==> config.mk <==
export PLATFORM = sky130hd
export DESIGN_NAME = zeroriscy_instr_aligner
export DESIGN_NICKNAME = d
export VERILOG_FILES = /design/src/rtl/zeroriscy_instr_aligner_pkg.sv /design/src/rtl/zeroriscy_instr_aligner.sv
export SDC_FILE = /design/constraint.sdc
export NUM_CORES = 1
export LEC_CHECK = 0
export ABC_AREA = 1
export CELL_PAD_IN_SITES_DETAIL_PLACEMENT = 1
export CELL_PAD_IN_SITES_GLOBAL_PLACEMENT = 2
export CORE_MARGIN = 5
export CORE_UTILIZATION = 25
export CTS_BUF_LIST = sky130_fd_sc_hd__clkbuf_8 sky130_fd_sc_hd__clkbuf_16
export DETAILED_ROUTE_END_ITERATION = 6
export PLACE_DENSITY_LB_ADDON = 0.1
export SYNTH_ARGS = -nofsm -noshare
export SYNTH_HDL_FRONTEND = slang
export SYNTH_SLANG_ARGS = --single-unit
==> constraint.sdc <==
create_clock -name clk -period 2.7 [get_ports clk]
set_clock_uncertainty 0.15 [all_clocks]
set_input_delay 0.675 -clock clk [delete_from_list [all_inputs] [get_ports clk]]
set_output_delay 0.675 -clock clk [all_outputs]
set_load 0.05 [all_outputs]
==> src/rtl/zeroriscy_instr_aligner_pkg.sv <==
// Shared definitions for the instruction aligner.
// State encoding and the RVC uncompressed opcode marker.
package zeroriscy_defines;

  typedef enum logic {
    S_ALIGNED = 1'b0,
    S_HOLD    = 1'b1
  } align_state_e;

  localparam logic [1:0] OPCODE_UNCOMPRESSED = 2'b11;

  function automatic logic is_compressed(
    input logic [15:0] half
  );
    return half[1:0] != OPCODE_UNCOMPRESSED;
  endfunction

endpackage

==> src/rtl/zeroriscy_instr_aligner.sv <==
// RV32IC aligner between prefetch FIFO and IF/ID.
// Emits one 16/32-bit instruction per handshake.
module zeroriscy_instr_aligner
  import zeroriscy_defines::*;
#(
  parameter int ADDR_WIDTH = 32
) (
  input  logic                  clk,
  input  logic                  rst_n,
  input  logic                  branch_i,
  input  logic                  fetch_valid_i,
  input  logic [31:0]           fetch_rdata_i,
  input  logic [ADDR_WIDTH-1:0] fetch_addr_i,
  output logic                  fetch_ready_o,
  output logic                  instr_valid_o,
  input  logic                  instr_ready_i,
  output logic [31:0]           instr_rdata_o,
  output logic [ADDR_WIDTH-1:0] instr_addr_o,
  output logic                  instr_is_compressed_o,
  output logic                  busy_o
);

  align_state_e          state_q, state_d;
  logic [15:0]           hold_q, hold_d;
  logic [ADDR_WIDTH-1:0] hold_addr_q, hold_addr_d;
  logic [15:0]           lo, hi;

  assign lo = fetch_rdata_i[15:0];
  assign hi = fetch_rdata_i[31:16];

  always_comb begin
    state_d       = state_q;
    hold_d        = hold_q;
    hold_addr_d   = hold_addr_q;
    fetch_ready_o = 1'b0;
    instr_valid_o = 1'b0;
    instr_rdata_o = fetch_rdata_i;
    instr_addr_o  = fetch_addr_i;

    if (branch_i) begin
      state_d     = S_ALIGNED;
      hold_d      = '0;
      hold_addr_d = '0;
    end else begin
      unique case (state_q)
        S_ALIGNED: begin
          if (fetch_valid_i) begin
            if (!fetch_addr_i[1]) begin
              instr_valid_o = 1'b1;
              if (is_compressed(lo)) begin
                instr_rdata_o = {16'h0, lo};
                if (instr_ready_i) begin
                  fetch_ready_o = 1'b1;
                  hold_d        = hi;
                  hold_addr_d   = fetch_addr_i
                                + ADDR_WIDTH'(2);
                  state_d       = S_HOLD;
                end
              end else if (instr_ready_i) begin
                fetch_ready_o = 1'b1;
              end
            end else if (is_compressed(hi)) begin
              instr_valid_o = 1'b1;
              instr_rdata_o = {16'h0, hi};
              fetch_ready_o = instr_ready_i;
            end else begin
              // lower half is dead; park upper half
              fetch_ready_o = 1'b1;
              hold_d        = hi;
              hold_addr_d   = fetch_addr_i;
              state_d       = S_HOLD;
            end
          end
        end
        S_HOLD: begin
          instr_addr_o = hold_addr_q;
          if (is_compressed(hold_q)) begin
            instr_valid_o = 1'b1;
            instr_rdata_o = {16'h0, hold_q};
            if (instr_ready_i) begin
              state_d = S_ALIGNED;
            end
          end else begin
            instr_valid_o = fetch_valid_i;
            instr_rdata_o = {lo, hold_q};
            if (fetch_valid_i && instr_ready_i) begin
              fetch_ready_o = 1'b1;
              hold_d        = hi;
              hold_addr_d   = hold_addr_q
                            + ADDR_WIDTH'(4);
            end
          end
        end
        default: ;
      endcase
    end
  end

  assign instr_is_compressed_o =
    instr_rdata_o[1:0] != OPCODE_UNCOMPRESSED;
  assign busy_o = (state_q == S_HOLD);

  always_ff @(posedge clk or negedge rst_n) begin
    if (!rst_n) begin
      state_q     <= S_ALIGNED;
      hold_q      <= '0;
      hold_addr_q <= '0;
    end else begin
      state_q     <= state_d;
      hold_q      <= hold_d;
      hold_addr_q <= hold_addr_d;
    end
  end

endmodule

==> results_tabular.tex <==
\begin{tabular}{lr}
\hline
Metric & Value \\
\hline
\multicolumn{2}{l}{\textbf{Placed design}} \\
Post-DP HPWL & 14.05 mm \\
Port-buffer cells & 136 \\
Total placed instance area & 6972 um2 \\
DP Worst Slack & -0.3603 ns \\
Final weighted congestion in routability-driven placement & 0.8441 \\
\multicolumn{2}{l}{\textbf{Drt}} \\
DRC viols & 0 \\
Vias/cell & 4.872 \\
Routed length per placed instance & 17.83 um \\
Number of vias in the routed layout & 5208 \\
Count of TritonRoute iterations in the first routing pass & 4 \\
ANT nets after route & 0 \\
Final wirelength & 19.06 mm \\
Count of routing violations after the opening detailed-route iteration & 145 \\
\multicolumn{2}{l}{\textbf{Worst setup path}} \\
Worst r2r path cells & 13 \\
Data required, critical path & 1.88 ns \\
WP buf/inv & 3 \\
Crit-path cells & dlygate4sd2\_1 -> nand2\_2 -> o21ai\_2 -> o21ai\_4 -> buf\_16 -> o21ai\_4 -> buf\_12 \\
Number of logic stages on the critical path including buffering & 7 \\
Slowest Stage Delay on Critical Path & 0.25 ns \\
Cell family with most CP delay & buffers and inverters \\
Worst Path Class, Setup & in -> out \\
Critical Path Most Common Cell & sky130\_fd\_sc\_hd\_\_o21ai\_4 \\
Slowest library cell on the worst path & sky130\_fd\_sc\_hd\_\_dlygate4sd2\_1 \\
Endpoint kind of the worst setup timing path & output pin \\
Nature of the critical path startpoint & input pin \\
Data arrival time of the critical path & 1.83 ns \\
Critical path peak fanout & 8 \\
\multicolumn{2}{l}{\textbf{Run status}} \\
Run status & finished clean \\
\multicolumn{2}{l}{\textbf{Timing}} \\
Time the final worst path needs with I/O delays and setup & 2.656 ns \\
Slew at the pin closest to its max-slew limit & 0.7388 ns \\
Period Utilization, post-route & 98.37\% \\
Max Freq & 0.3765 GHz \\
Endpoints failing hold & 0 \\
Setup TNS Final & 0 ns \\
RSZ-0062 raised after global routing & false \\
Least setup slack across all paths after layout & 0.04413 ns \\
Max-slew headroom & 50.75\% \\
Final number of max-transition violations & 0 \\
Finish-stage setup viols & 0 \\
\multicolumn{2}{l}{\textbf{Final layout}} \\
Design Area, Final & 7791 um2 \\
Total inserted antenna cells & 0 \\
Commonest non-fill, non-tap cell in the layout & sky130\_fd\_sc\_hd\_\_nand2\_1 \\
Net count of the finished layout & 922 \\
Proportion of layout cells with a drive suffix above 1 & 29.31\% \\
Growth of design area from synthesis to finish & 92.73\% \\
Commonest cells after routing, fill and taps aside & sky130\_fd\_sc\_hd\_\_nand2\_1, sky130\_fd\_sc\_hd\_\_inv\_1, sky130\_fd\_sc\_hd\_\_buf\_12 \\
\multicolumn{2}{l}{\textbf{Power and ir drop}} \\
Worst-case vdd ir drop & 0.2991 mV \\
Total power per unit cell area & 578.9 nW/um2 \\
Reported leakage power & 0.003419 uW \\
Post-layout total power & 4510 uW \\
\multicolumn{2}{l}{\textbf{Synth}} \\
Yosys warnings & 0 \\
Average size of a mapped cell & 6.052 um2 \\
Count of state elements after synthesis & 49 \\
Proportion of synthesized chip area in sequential cells & 30.33\% \\
Cell types with the largest area share after synthesis & sky130\_fd\_sc\_hd\_\_dfrtp\_1, sky130\_fd\_sc\_hd\_\_nand2\_1, sky130\_fd\_sc\_hd\_\_o21ai\_0 \\
Netlist area before placement & 4043 um2 \\
Number of nets produced by synthesis & 738 \\
Count of different cell masters after synthesis & 32 \\
Cell accounting for the most synthesized area & sky130\_fd\_sc\_hd\_\_dfrtp\_1 \\
Top cell type's share of synthesized area & 30.33\% \\
Cells after synthesis & 668 \\
\multicolumn{2}{l}{\textbf{Floorplan}} \\
Die outline area & 18810 um2 \\
Placement Rows & 46 \\
Area inside the core boundary & 15890 um2 \\
Initial cell density of the core & 25.45\% \\
Vertical extent of the die & 137.2 um \\
Number of ports placed on the die boundary & 137 \\
Die width & 137.2 um \\
\multicolumn{2}{l}{\textbf{Clock network}} \\
Worst-Skew Late Latency & 0.30 ns \\
Clock input transition at the sequential cells of the worst setup and hold paths & 0.07 ns \\
Clock tree buffer depth & 2 \\
CTS tree & done \\
Number of clock sinks & 49 \\
H-tree depth reported by CTS & 2 \\
Total clock buffers created by CTS & 5 \\
Root buffer selected by CTS & sky130\_fd\_sc\_hd\_\_clkbuf\_16 \\
\multicolumn{2}{l}{\textbf{Global routing}} \\
First-pass GRT wire length & 30.71 mm \\
Maximum number of pins on one net before global-route repair & 28 \\
Remaining global-route overflow & 0 \\
Number of global-route vias before repair & 5691 \\
Overall fraction of global-route tracks in use & 20.76\% \\
Number of antenna violations at the first check in global routing & 0 \\
\multicolumn{2}{l}{\textbf{Hold path}} \\
Hold/Removal Path Class & in -> async \\
\multicolumn{2}{l}{\textbf{Flow run}} \\
Max-cap viol count & 0 \\
\hline
\end{tabular}
## worst register-to-register path, stage by stage, from the launching register on
cell and delay [ns]:
sky130_fd_sc_hd__dfrtp_2 0.50, sky130_fd_sc_hd__nand2_8 0.17, sky130_fd_sc_hd__inv_6 0.04, sky130_fd_sc_hd__buf_6 0.12, sky130_fd_sc_hd__clkbuf_16 0.16, sky130_fd_sc_hd__buf_4 0.14
sky130_fd_sc_hd__buf_4 0.13, sky130_fd_sc_hd__nand2_2 0.08, sky130_fd_sc_hd__nand3_4 0.09, sky130_fd_sc_hd__inv_2 0.12, sky130_fd_sc_hd__buf_4 0.26, sky130_fd_sc_hd__o21ai_0 0.13
sky130_fd_sc_hd__nand2_1 0.07, sky130_fd_sc_hd__nand2_1 0.04
## through the flow
step	util, %	hold WS [ns]	instances
global route	49.05	0.3205	1069
floorplan	-	0.2294	668
finish	49.05	0.2748	1069
CTS	48.62	0.2844	1065
global placement	43.89	0.3442	1043
detailed placement	43.89	0.3553	1043
## synth_stat cells (all sizes together)
cell type / n
a21boi: 3
a21oi: 29
a22oi: 1
a2bb2oi: 1
and3: 1
buf: 18
clkbuf: 11
clkinv: 1
dfrtp: 49
ha: 1
inv: 103
nand2: 198
nand3: 27
nand4: 6
nor2: 79
nor3: 2
o211ai: 3
o21ai: 79
o21bai: 4
o221ai: 16
o22ai: 34
or2: 1
xor2: 1
## state kept, by name, summed over array words and instances (netlist names)
register	count
busy_o	1
hold_addr_q	32
hold_q	16
## worst paths after layout
kind / from / end / slack [ns]
max: fetch_rdata_i[0] / instr_rdata_o[17] / 0.04
min: rst_n / hold_q[3] / 0.27
max reg2reg: busy_o / hold_addr_q[22] / 0.38
min reg2reg: hold_addr_q[31] / hold_addr_q[31] / 0.36
max in group asynchronous: rst_n / hold_addr_q[14] / 1.47
min in group clk: hold_addr_q[31] / hold_addr_q[31] / 0.36
## cell type report
class	instances	area, um2
fillers	1940	8094
multi-input cells	486	2903
repair buffers	206	2853
flip-flops and latches	49	1227
inverters	104	399.1
well taps	216	270.3
clock buffers	5	125.1
clock inverters	3	13.76
## cell families after synthesis
group	synth area share, %
compound gates	24.45
buf+inv	13.34
simple gates	31.35
xor+xnor	0.2167
flops	30.33
fa+ha+maj	0.3095
## power by group
group / internal, uW / leakage (uW) / switching (uW) / total, uW
clock network: 339 / 0.0000748 / 315 / 654
logic: 1190 / 0.00271 / 1550 / 2740
registers: 918 / 0.000633 / 199 / 1120
total: 2450 / 0.00342 / 2060 / 4510
## per-layer routing
layer	share of wire, %	up-vias	routed length, um	track usage (%)
li1	-	2556	-	-
met1	41	2524	7876	24.20
met2	52	107	9868	38.12
met3	5.5	21	1045	5.331
met4	1.4	0	267	4.379
met5	0	-	0	0
## repair_timing
action                                  in CTS  in global routing
setup buffers                                9                  4
gates resized for setup                    118                  8
endpoints found under the setup margin      67                 36
hold buffers                                 0                  0
cloned                                       6                  1
pin swaps                                    9                  5
No activity file was read; power rests on OpenSTA's default activity.
